File: config.mk
export PLATFORM = sky130hd
export DESIGN_NAME = load_store_unit
export DESIGN_NICKNAME = d
export VERILOG_FILES = /design/src/rtl/lsu_pkg.sv /design/src/rtl/lsu_extend.sv /design/src/rtl/load_store_unit.sv
export SDC_FILE = /design/constraint.sdc
export NUM_CORES = 1
export LEC_CHECK = 0
export BUFFER_PORTS_ARGS = -buffer_cell sky130_fd_sc_hd__buf_2
export CORE_ASPECT_RATIO = 2
export CORE_MARGIN = 5
export CORE_UTILIZATION = 55
export DETAILED_ROUTE_END_ITERATION = 8
export PLACE_DENSITY = 0.79
export SKIP_LAST_GASP = 1
export SLEW_MARGIN = 15
export SYNTH_ARGS = -nofsm -noshare
export SYNTH_HDL_FRONTEND = slang
export SYNTH_SLANG_ARGS = --single-unit
File: constraint.sdc
create_clock -name CLK -period 2.8 [get_ports CLK]
set_input_delay 0.28 -clock CLK [delete_from_list [all_inputs] [get_ports CLK]]
set_output_delay 0.28 -clock CLK [all_outputs]
set_load 0.005 [all_outputs]
File: src/rtl/lsu_pkg.sv
// Shared encodings, request payload and helpers for the byte-serial load/store unit.
package lsu_pkg;

  localparam int unsigned DATA_W = 32;
  localparam int unsigned LEN_W  = 3;
  localparam int unsigned CNT_W  = 2;

  localparam logic [1:0] SZ_BYTE = 2'b00;
  localparam logic [1:0] SZ_HALF = 2'b01;
  localparam logic [1:0] SZ_WORD = 2'b10;

  typedef enum logic [1:0] {IDLE, XFER, RESP} state_e;

  typedef struct packed {
    logic              write;
    logic [1:0]        size;
    logic              sgn;
    logic [DATA_W-1:0] wdata;
  } req_t;

  function automatic logic [LEN_W-1:0] size_to_len(input logic [1:0] size);
    case (size)
      SZ_HALF: return 3'd2;
      SZ_WORD: return 3'd4;
      default: return 3'd1;
    endcase
  endfunction

  // Big-endian byte order: access idx 0 carries the most significant byte of the N-byte value.
  function automatic logic [7:0] store_byte(input logic [DATA_W-1:0] wdata,
                                            input logic [LEN_W-1:0]  len,
                                            input logic [CNT_W-1:0]  idx);
    logic [LEN_W-1:0] k;
    k = len - 3'd1 - LEN_W'(idx);
    return 8'(wdata >> {k[1:0], 3'b000});
  endfunction

endpackage

File: src/rtl/lsu_extend.sv
// Sign/zero extension of the assembled load bytes according to access size.
module lsu_extend
  import lsu_pkg::*;
(
  input  logic [DATA_W-1:0] shift_i,
  input  logic [1:0]        size_i,
  input  logic              signed_i,
  output logic [DATA_W-1:0] ext_data_c
);

  always_comb begin
    ext_data_c = shift_i;
    case (size_i)
      SZ_BYTE: ext_data_c = {{24{signed_i & shift_i[7]}}, shift_i[7:0]};
      SZ_HALF: ext_data_c = {{16{signed_i & shift_i[15]}}, shift_i[15:0]};
      default: ext_data_c = shift_i;
    endcase
  end

endmodule

File: src/rtl/load_store_unit.sv
// Serialises byte/half/word loads and stores onto a byte-wide big-endian memory port.
// Define LSU_BOUNDS_CHECK_EN to reject accesses that run past MEM_BYTES.
module load_store_unit
  import lsu_pkg::*;
#(
  parameter int unsigned ADDR_W    = 32,
  parameter int unsigned MEM_BYTES = 64
) (
  input  logic              CLK,
  input  logic              Reset,
  input  logic              ReqValid,
  output logic              ReqReady,
  input  logic              ReqWrite,
  input  logic [1:0]        ReqSize,
  input  logic              ReqSigned,
  input  logic [ADDR_W-1:0] ReqAddr,
  input  logic [DATA_W-1:0] ReqWData,
  output logic              RespValid,
  output logic [DATA_W-1:0] RespRData,
  output logic              RespErr,
  output logic [ADDR_W-1:0] MemAddr,
  output logic              MemWE,
  output logic [7:0]        MemWData,
  input  logic [7:0]        MemRData
);

  localparam int unsigned EXT_W = ADDR_W + 1;
`ifdef LSU_BOUNDS_CHECK_EN
  localparam bit BOUNDS_EN = 1'b1;
`else
  localparam bit BOUNDS_EN = 1'b0;
`endif

  state_e             state_q, state_d;
  logic [CNT_W-1:0]   cnt_q, cnt_d;
  logic [LEN_W-1:0]   len_q, len_d;
  logic [ADDR_W-1:0]  addr_q, addr_d;
  req_t               req_q, req_d;
  logic [DATA_W-1:0]  shift_q, shift_d;

  logic               req_ready_q, req_ready_d;
  logic               resp_valid_q, resp_valid_d;
  logic [DATA_W-1:0]  resp_rdata_q, resp_rdata_d;
  logic               resp_err_q, resp_err_d;
  logic [ADDR_W-1:0]  mem_addr_q, mem_addr_d;
  logic               mem_we_q, mem_we_d;
  logic [7:0]         mem_wdata_q, mem_wdata_d;

  logic [LEN_W-1:0]   len_c;
  logic               misalign_c, oob_c, req_err_c, last_c;
  logic [DATA_W-1:0]  ext_c;

  // Request legality check, evaluated on the live request in IDLE
  always_comb begin
    len_c      = size_to_len(ReqSize);
    misalign_c = (ReqSize == 2'b11)
               | ((ReqSize == SZ_HALF) & ReqAddr[0])
               | ((ReqSize == SZ_WORD) & (ReqAddr[1:0] != 2'b00));
    oob_c      = ({1'b0, ReqAddr} + EXT_W'(len_c)) > EXT_W'(MEM_BYTES);
    req_err_c  = misalign_c | (BOUNDS_EN & oob_c);
  end

  assign last_c = (LEN_W'(cnt_q) == (len_q - 3'd1));

  // Extension operates on the post-shift value so the final byte lands in the response
  lsu_extend u_extend (
    .shift_i    (shift_d),
    .size_i     (req_q.size),
    .signed_i   (req_q.sgn),
    .ext_data_c (ext_c)
  );

  always_comb begin
    state_d      = state_q;
    cnt_d        = cnt_q;
    len_d        = len_q;
    addr_d       = addr_q;
    req_d        = req_q;
    shift_d      = shift_q;
    req_ready_d  = 1'b0;
    resp_valid_d = 1'b0;
    resp_rdata_d = '0;
    resp_err_d   = 1'b0;
    mem_addr_d   = '0;
    mem_we_d     = 1'b0;
    mem_wdata_d  = '0;
    case (state_q)
      IDLE: begin
        if (ReqValid) begin
          req_d  = '{write: ReqWrite, size: ReqSize, sgn: ReqSigned, wdata: ReqWData};
          addr_d = ReqAddr;
          len_d  = len_c;
          cnt_d  = '0;
          if (req_err_c) begin
            state_d      = RESP;
            resp_valid_d = 1'b1;
            resp_err_d   = 1'b1;
          end else begin
            state_d     = XFER;
            shift_d     = '0;
            mem_addr_d  = ReqAddr;
            mem_we_d    = ReqWrite;
            mem_wdata_d = ReqWrite ? store_byte(ReqWData, len_c, '0) : 8'h00;
          end
        end else begin
          req_ready_d = 1'b1;
        end
      end
      XFER: begin
        if (!req_q.write) begin
          shift_d = {shift_q[DATA_W-9:0], MemRData};
        end
        if (last_c) begin
          state_d      = RESP;
          resp_valid_d = 1'b1;
          resp_rdata_d = req_q.write ? '0 : ext_c;
        end else begin
          cnt_d       = cnt_q + 2'd1;
          mem_addr_d  = addr_q + ADDR_W'(cnt_d);
          mem_we_d    = req_q.write;
          mem_wdata_d = req_q.write ? store_byte(req_q.wdata, len_q, cnt_d) : 8'h00;
        end
      end
      RESP: begin
        state_d     = IDLE;
        req_ready_d = 1'b1;
      end
      default: begin
        state_d     = IDLE;
        req_ready_d = 1'b1;
      end
    endcase
  end

  always_ff @(posedge CLK or negedge Reset) begin
    if (!Reset) begin
      state_q      <= IDLE;
      cnt_q        <= '0;
      len_q        <= '0;
      addr_q       <= '0;
      req_q        <= '0;
      shift_q      <= '0;
      req_ready_q  <= 1'b1;
      resp_valid_q <= 1'b0;
      resp_rdata_q <= '0;
      resp_err_q   <= 1'b0;
      mem_addr_q   <= '0;
      mem_we_q     <= 1'b0;
      mem_wdata_q  <= '0;
    end else begin
      state_q      <= state_d;
      cnt_q        <= cnt_d;
      len_q        <= len_d;
      addr_q       <= addr_d;
      req_q        <= req_d;
      shift_q      <= shift_d;
      req_ready_q  <= req_ready_d;
      resp_valid_q <= resp_valid_d;
      resp_rdata_q <= resp_rdata_d;
      resp_err_q   <= resp_err_d;
      mem_addr_q   <= mem_addr_d;
      mem_we_q     <= mem_we_d;
      mem_wdata_q  <= mem_wdata_d;
    end
  end

  assign ReqReady  = req_ready_q;
  assign RespValid = resp_valid_q;
  assign RespRData = resp_rdata_q;
  assign RespErr   = resp_err_q;
  assign MemAddr   = mem_addr_q;
  assign MemWE     = mem_we_q;
  assign MemWData  = mem_wdata_q;

endmodule

After elaboration in Yosys (flattened, before gate mapping) --
Cells that the tools add are included.
Word-level totals: input port bits 79, output and inout bits 76, register bits 183, logic and storage cells 82
Operators by class: eq/ne operators 9, add/sub/neg operators 5, multiplexer cells 37, bitwise logic cells 6, shifts and indexed selects 2, reduce and logical (&&, ||, !) cells 7
Operators with widths (number):
- $mux W32 | 9
- $pmux W32 S2 | 3
- $shr A32 B5 Y8 | 2
- $mux W8 | 5
- $add A32 B2 Y32 | 1
- $pmux W8 S2 | 1
- $mux W2 | 5
- $mux W1 | 8
- $pmux W2 S2 | 2
- $eq A2 B1 Y1 const B | 3
- $ne A2 B2 Y1 const B | 3
- $pmux W1 S2 | 3
- $pmux W3 S2 | 1
- $and A1 B1 Y1 | 4
- $eq A2 B2 Y1 const B | 2
- $logic_not A2 Y1 | 2
- $reduce_and A2 Y1 | 2
- $reduce_bool A2 Y1 | 2
- $eq A2 B3 Y1 | 1
- $reduce_and A3 Y1 | 1
- $sub A3 B1 Y3 const B | 1
- $add A2 B1 Y2 const B | 1
- $or A1 B1 Y1 | 2
- $sub A2 B1 Y2 const B | 1
- $sub A2 B2 Y2 | 1

Longest topological paths before layout --
Gate-level depths: netlist of run 1.
depth in word-level cells 12, depth in mapped cells 9, gate-level depth less buffers 9

Hierarchy --
Synthesis of run 1 repeated with hierarchy kept, for this count alone.
Second synthesis, totals: cells, all modules 781, area, all modules 8040.2 um2
Modules (own cells, without submodules):
- load_store_unit | times used 1, area an instance 7654.8 um2, cells an instance 715
- lsu_extend | times used 1, area an instance 385.4 um2, cells an instance 66

Least setup slack after synthesis of run 1 --
OpenSTA, ideal clock, no wires.
path kind register to register, start register cnt_q[1], end register mem_addr_q[14], in the netlist MemAddr[14], cell stages (with the launch flop) 9, arrival 2.041 ns, setup slack 0.676 ns, period minus slack after synthesis 2.124 ns, required time 2.717 ns, cells stage by stage dfrtp_1 -> xor2_1 -> inv_2 -> fa_1 -> nand2b_1 -> nor3_1 -> nand3_1 -> xor2_1 -> o22ai_1
On the way: word-level cells in the longest chain between the ends 4
Ends and longest elaborated chain:
- from (decl) | line load_store_unit.sv:35 | logic [CNT_W-1:0] cnt_q, cnt_d;
- from (signal assigned) | line load_store_unit.sv:152 | cnt_q <= cnt_d;
- $add A2 B1 Y2 | line load_store_unit.sv:118 | cnt_d = cnt_q + 2'd1;
- $add A32 B2 Y32 | line load_store_unit.sv:119 | mem_addr_d = addr_q + ADDR_W'(cnt_d);
- $mux W32 (*) | line load_store_unit.sv:113 | if (last_c) begin
- $pmux W32 S2 (*) | line load_store_unit.sv:87 | case (state_q)
- net mem_addr_d[14] | line load_store_unit.sv:45 | logic [ADDR_W-1:0] mem_addr_q, mem_addr_d;
- to (signal assigned) | line load_store_unit.sv:161 | mem_addr_q <= mem_addr_d;
- to (decl) | line load_store_unit.sv:45
Mark *: on every way through the listed nets, which the timed path passes. The rest lies on a longest branch. A chain may end at the register's enable or synchronous reset.

Worst setup path in the final report of run 1 --
start register len_q[0], end register resp_rdata_q[16], in the netlist RespRData[16]
On the way: word-level cells in the longest chain between the ends 4
Ends and longest elaborated chain:
- from (decl) | line load_store_unit.sv:36 | logic [LEN_W-1:0] len_q, len_d;
- from (signal assigned) | line load_store_unit.sv:153 | len_q <= len_d;
- $sub A3 B1 Y3
- $eq A2 B3 Y1 | line load_store_unit.sv:63 | assign last_c = (LEN_W'(cnt_q) == (len_q - 3'd1));
- $mux W32 | line load_store_unit.sv:113
- $mux W32 | line load_store_unit.sv:87
- net resp_rdata_d[16] | line load_store_unit.sv:43 | logic [DATA_W-1:0] resp_rdata_q, resp_rdata_d;
- to (signal assigned) | line load_store_unit.sv:159 | resp_rdata_q <= resp_rdata_d;
- to (decl) | line load_store_unit.sv:43
The timed path passes the listed nets, and every way through them passes these cells.

==> implementation parameters, run 1 <==
Parameter                              Value

Yosys
  Area share of and/or/nand/nor cells after synthesis    19.2%
  Sequential-to-total area share from yosys stat    57.0%
  Number of distinct library cells after synthesis    49
  Adder-cell share of the synthesized area    1.66%
  Total nets after synthesis    881
  Multiplexer share of the synthesized area    5.39%
  Synthesized-area fraction occupied by xor and xnor cells    3.96%
  Cells after Synth    792
  Synth Flop Type    dfrtp_1
  Number of enable-type register cells in the synthesized netlist    0
  Cell area after synthesis    7990 sq um
  Number of warnings printed during yosys synthesis    0
  Main combinational cell family by area after synthesis    simple AND/OR/NAND/NOR gates
  Post-synthesis area per instance    10.1 sq um
  Post-synthesis sequential element count    182
  Synth Area in Compound Gates    9.78%
  Ys async rst share    100%

Setup path
  Startpoint Class    register
  CP top delay family    simple AND/OR/NAND/NOR gates
  Worst Path Buf+Inv    1
  Signal arrival time at the worst endpoint    3.00 ns
  Critical path type    reg2reg
  Crit-path max cell delay    0.60 ns
  Sequence of cells on the critical path    inv_1, ha_1, xnor2_1, nor3_2, nand2_1, nor2_1, a211o_1
  Worst path slowest cell    nor2_1
  Crit end category    register
  Critical-path maximum fanout    11
  Reg2Reg Setup Slack    0.16 ns
  Worst endpoint required time    3.16 ns

Timing
  Worst clock skew on the final layout    0.0109 ns
  Final hold violations    0
  Share of the clock period used by the worst path    94.2%
  Post-Route Setup TNS    0 ns
  Unrepaired setup endpoints after global routing    no
  Minimum period implied by the final worst setup slack    2.64 ns
  Final Max Slew Viols    0
  Achievable clock frequency    0.379 GHz
  Final setup violating endpoints    0
  Tightest Pin Transition    1.01 ns
  Slew HR    32.9%

Detailed routing
  Drt first-iter violations    427
  DRC violation count after routing    0
  Final wirelength    20100 microns
  Number of vias per cell after detailed routing    5.61
  Post-route ant nets    0
  Routed wirelength normalized by instance count    17.7 microns
  Vias after detailed routing    6385
  Number of iterations in the first detailed-routing pass    6

Placed design
  Half-perimeter wire length after detailed placement    13800 microns
  Number of placed instances, taps included    1106
  Global placer's final weighted congestion    0.840
  Count of buffers from port buffering    154

Final layout
  Final Net Count    1023
  Final non-filler cell total    1139
  Fraction of final layout cells sized beyond drive strength 1    24.0%
  Ant diodes    0
  Most frequent cells in the layout    259 x nand2_1, 181 x dfrtp_1, 153 x buf_2
  Leading cell type in the layout, fill and taps excluded    nand2_1
  Growth of design area from synthesis to finish    19.2%
  Number of filler instances in the final layout    1164

Power and ir drop
  Largest vdd supply drop    0.749 mV
  Leak pwr    5.00 nW
  Power density cells    1150 nW/um^2
  Post-layout total power    0.0109 W

Clock tree
  CTS clock-pin slew for the worst setup and hold paths    0.07 ns
  Cts bufs inserted    17
  Clock latency on the worst-skew pair    0.43 ns
  Clock root buffer    clkbuf_16
  CTS Sinks    182
  Total setup buffers inserted after CTS    0
  Number of H-tree branching levels    4
  CTS tree    done
  Largest buffer count on any clock path    2

Floorplanning
  DIE AREA    17200 sq um
  Die Y-Extent    180 microns
  Standard-cell row count    62
  Core Box Area    14400 sq um
  Horizontal die dimension    95.2 microns
  Top Ports    155
  Starting utilization of the core area    55.7%

Run
  Max-cap violation count    0

Global routing
  GRT Resource Usage Total    24.0%
  Total congestion overflow after global routing    0
  Number of antenna violations at the first check in global routing    0
  First-pass GRT wire length    32000 microns
  Largest net degree at the start of global routing    80
  Vias in the first global route    6489

Worst hold path
  Class of the tightest hold or removal check    in2reg

Status
  Result of the run    finished clean
==> synthesized netlist by cell type (all sizes together), types with 2 or more instances <==
cell type / instances / share of area (%)
a211o: 9 / 0.99
a21o: 4 / 0.38
a21oi: 36 / 2.4
a41o: 8 / 1.0
and3: 14 / 1.1
and4: 2 / 0.22
buf: 15 / 1.0
clkbuf: 32 / 1.5
dfrtp: 181 / 57
ha: 9 / 1.4
inv: 10 / 0.47
mux2i: 25 / 3.1
mux4: 8 / 2.3
nand2: 259 / 12
nand2b: 2 / 0.16
nand3: 14 / 0.88
nand4: 12 / 0.94
nand4b: 3 / 0.33
nor2: 24 / 1.1
nor2b: 7 / 0.64
nor3: 6 / 0.44
nor3b: 2 / 0.25
o21ai: 27 / 1.7
o22ai: 34 / 2.7
or2: 3 / 0.23
xnor2: 8 / 1.1
xor2: 26 / 2.8
==> worst reg2reg max path, delay by kind of cell (launching register included) <==
kind,cells,cell delay [ns]
buffers and inverters,1,0.06
adder cells (fa/ha/maj),1,0.34
AO/OA/AOI/OAI,1,0.19
flip-flops,1,0.36
AND/OR/NAND/NOR,3,1.41
XOR/XNOR,1,0.21
==> flip-flops by register name, summed over array words and instances (netlist names) <==
register	cells
req_q	36
MemAddr	32
RespRData	32
addr_q	32
shift_q	31
MemWData	8
len_q	3
cnt_q	2
state_q	2
MemWE	1
ReqReady	1
RespErr	1
RespValid	1
==> repair_timing <==
item	4_1_cts	5_1_grt
endpoints found under the hold margin	74	0
hold buffers	1	0
gates resized for setup	0	0
==> routing by layer <==
layer  share of wire (%)  GRT usage, %  up-vias  routed length [microns]
met5                   0             0        -                        0
li1                    -             -     2954                        -
met2                  55          42.3      252                    11000
met4                 2.7          9.66        0                      534
met1                  37          27.9     3143                     7390
met3                 5.9          4.47       36                     1190
==> cell type report <==
type | instances | area [sq um] | area share (%)
clock buffer | 18 | 429 | 4.50
clock inverter | 14 | 126 | 1.33
inverter | 10 | 37.5 | 0.394
multi-input combinational | 553 | 3230 | 33.9
sequential | 182 | 4560 | 47.8
tap | 192 | 240 | 2.52
timing repair buffer | 170 | 912 | 9.57
==> cell families after synthesis <==
| kind of cell | count (synthesis) |
|---|---|
| adder cells (fa/ha/maj) | 10 |
| flip-flops | 182 |
| buffers and inverters | 57 |
| AO/OA/AOI/OAI | 123 |
| XOR/XNOR | 34 |
| AND/OR/NAND/NOR | 353 |
| multiplexers | 33 |
==> where the power goes <==
| part | switching (W) | internal (W) |
|---|---|---|
| clock | 0.00104 | 0.00123 |
| combinational | 0.00254 | 0.00174 |
| sequential | 0.000718 | 0.00366 |
==> metrics by stage <==
stage	util [%]	hold WS [ns]	cell area, sq um	setup WS [ns]
2_1_floorplan	-	-0.0156	7990	0.676
3_3_place_gp	62.4	0.360	8960	0.333
3_5_place_dp	62.4	0.364	8960	0.286
4_1_cts	66.4	0.0424	9530	0.249
5_1_grt	66.4	0.0445	9530	0.0660
6_report	66.4	0.0489	9530	0.163
==> path summary, 6_finish.rpt <==
| path | depth (start not counted) | endpoint | start |
|---|---|---|---|
| max in group asynchronous | 3 | shift_q[26] | Reset |
| min in group asynchronous | 2 | RespRData[0] | Reset |
| worst max-delay path | 7 | RespRData[16] | len_q[0] |
| worst max register to register | 7 | RespRData[16] | len_q[0] |
| worst min register to register | 2 | req_q[10] | req_q[10] |
| worst min-delay path | 3 | req_q[17] | ReqWData[17] |
Note: power is estimated with default switching activity, not from simulation.
==> run 2, diff against run 1 <==
Settings changed: ABC_AREA from default to 1.
==> implementation parameters, run 2 <==
Parameter                              Value

Status
  Result of the run    finished clean

Floorplanning
  Standard-cell row count    64
  Horizontal die dimension    97.8 microns
  Starting utilization of the core area    55.8%
  Core Box Area    15200 sq um
  DIE AREA    18200 sq um
  Top Ports    155
  Die Y-Extent    186 microns

Yosys
  Number of warnings printed during yosys synthesis    0
  Number of enable-type register cells in the synthesized netlist    0
  Cell area after synthesis    8490 sq um
  Area fraction of the dominant cell type after synthesis    53.7%
  Ys async rst share    100%
  Post-synthesis area per instance    8.11 sq um
  Cells after Synth    1047
  Synth Flop Type    dfrtp_1
  Largest cells by area after synthesis    dfrtp_1 54%, nand2_1 16%, o21ai_0 5.6%, nor2_1 4.6%, nand3_1 4.2%
  Sequential-to-total area share from yosys stat    54.0%
  Post-synthesis sequential element count    183
  Total nets after synthesis    1136
  Cell types with the highest counts after synthesis    357 x nand2_1, 182 x dfrtp_1, 104 x nor2_1
  Number of distinct library cells after synthesis    35
  Dominant cell by count in the synthesized netlist    nand2_1
  Synth area leader    dfrtp_1

Placed design
  Worst slack at placement    0.468 ns
  Count of buffers from port buffering    154
  Global placer's final weighted congestion    0.904
  Half-perimeter wire length after detailed placement    15900 microns
  Number of placed instances, taps included    1369

Timing
  Minimum period implied by the final worst setup slack    2.38 ns
  Final Max Slew Viols    0
  Unrepaired setup endpoints after global routing    no
  Achievable clock frequency    0.420 GHz
  Post-Route Setup TNS    0 ns
  Hold slack final    0.0418 ns
  Tightest Pin Transition    0.635 ns
  Final hold violations    0
  Final setup violating endpoints    0
  Worst-case setup margin in the final layout    0.416 ns
  Share of the clock period used by the worst path    85.1%
  Worst clock skew on the final layout    0.0112 ns
  Slew HR    57.5%

Setup path
  Critical-path maximum fanout    10
  Reg2Reg Setup Slack    0.42 ns
  Worst path slowest cell    dfrtp_1
  Worst Path Buf+Inv    2
  Crit end category    register
  Critical path type    reg2reg
  CP top delay family    simple AND/OR/NAND/NOR gates
  Startpoint Class    register
  Crit-path max cell delay    0.44 ns
  Sequence of cells on the critical path    inv_1, ha_1, inv_1, fa_1, nor2_1, nand3_1, nor2_2, nand3_1, nand3_1, o21ai_0
  Dominant cell type by count on the critical path    nand3_1
  R2R Path Start    cnt_q[0]
  Worst Reg2Reg Path Length in Cells    10
  Stages on worst setup path    10
  Worst endpoint required time    3.11 ns
  Signal arrival time at the worst endpoint    2.69 ns
  Endpoint of the worst register-to-register path    MemAddr[18]
  Launch point of the critical path    cnt_q[0]

Clock tree
  Number of H-tree branching levels    4
  CTS tree    done
  Clock root buffer    clkbuf_16
  Cts bufs inserted    17
  Clock latency on the worst-skew pair    0.44 ns
  Largest buffer count on any clock path    2
  CTS clock-pin slew for the worst setup and hold paths    0.08 ns
  CTS Sinks    183

Detailed routing
  Vias after detailed routing    7423
  Routed wirelength normalized by instance count    15.7 microns
  Number of vias per cell after detailed routing    5.29
  DRC violation count after routing    0
  Drt first-iter violations    339
  Final wirelength    22100 microns
  Post-route ant nets    0
  Number of iterations in the first detailed-routing pass    5

Final layout
  Final non-filler cell total    1402
  Final Net Count    1280
  Max FFs per register    36
  Leading cell type in the layout, fill and taps excluded    nand2_1
  Fraction of final layout cells sized beyond drive strength 1    19.6%
  Growth of design area from synthesis to finish    18.2%
  Most frequent cells in the layout    357 x nand2_1, 182 x dfrtp_1, 153 x buf_2
  Largest Register    req_q
  Ant diodes    0

Run
  Max-cap violation count    0

Power and ir drop
  Switching part of the total    42.5%
  Combinational cell fraction of total power    39.4%
  Clock group share of total power    21.9%
  Internal cell power    0.00640 W
  Power density cells    1110 nW/um^2
  Leak pwr    5.43 nW
  Post-layout total power    0.0111 W
  Largest vdd supply drop    0.578 mV
  Power dissipated by switching net loads    0.00474 W
  Sequential cell fraction of total power    38.8%

Worst hold path
  Worst Hold Depth    2
  Class of the tightest hold or removal check    in2reg
  Terminating pin of the worst hold path    ReqReady
  Source of the worst hold timing path    ReqValid

Global routing
  Vias in the first global route    7530
  GRT Resource Usage Total    25.1%
  Number of antenna violations at the first check in global routing    1
  Total congestion overflow after global routing    0
  Largest net degree at the start of global routing    103
  First-pass GRT wire length    36100 microns
[run 2: changes by cell type after synthesis, sizes merged, moves of 63 or more]
cell / previous run / this run
nand3: 14 / 77
nor2: 24 / 111
nand2: 259 / 361
inv: 10 / 85
o21ai: 27 / 97
[run 2: power groups by stage]
stage                     registers, W  clock network [W]  logic (W)
final                          0.00432            0.00243    0.00439
after global routing           0.00442            0.00258    0.00500
after CTS                      0.00431            0.00247    0.00441
after detailed placement       0.00435                  0    0.00435
after global placement         0.00434                  0    0.00423
after floorplan                0.00421                  0    0.00307
[run 2: worst max path at each step]
stage	endpoint	slack (ns)
6_report	MemAddr[18]	0.42
5_1_grt	MemAddr[24]	0.22
4_1_cts	MemAddr[22]	0.41
3_5_place_dp	MemAddr[18]	0.47
3_3_place_gp	MemAddr[22]	0.56
2_1_floorplan	MemAddr[24]	0.75
[run 2: cells by family (layout without fill, tap and decap cells)]
group	after synthesis	in the layout	share of synthesized area, %
adders and majority gates	10	10	1.56
buffers and inverters	129	286	6.56
DFF	183	183	54.0
muxes	5	5	0.590
AOI/OAI and AO/OA	138	138	8.36
xor gates and xnor gates	9	9	0.929
and+or+nand+nor	573	573	28.0
[run 2: repair_timing]
action	CTS	global route
hold endpoints to repair	34	0
resized for setup	0	0
setup buffers	0	0
hold buffers	1	0
[run 2: final cells by class]
| cell class | count | area (sq um) |
|---|---|---|
| clock buffer | 17 | 425 |
| clock inverter | 15 | 196 |
| fill | 1335 | 5180 |
| inverter | 85 | 319 |
| multi-input combinational | 735 | 3350 |
| sequential | 183 | 4580 |
| tap | 198 | 248 |
| timing repair buffer | 169 | 917 |
[run 2: metal layers]
metal	GRT usage (%)	vias up	wire [microns]
li1	-	3605	-
met1	27.2	3522	7940
met2	47.0	240	12200
met3	4.50	54	1130
met4	11.6	2	768
met5	0	-	20
[run 2: stage by stage]
step                      area [sq um]  utilization (%)
after floorplan                   8490                -
after global placement            9410             61.8
after detailed placement          9410             61.8
after CTS                        10000             66.0
after global routing             10000             66.0
final                            10000             66.0
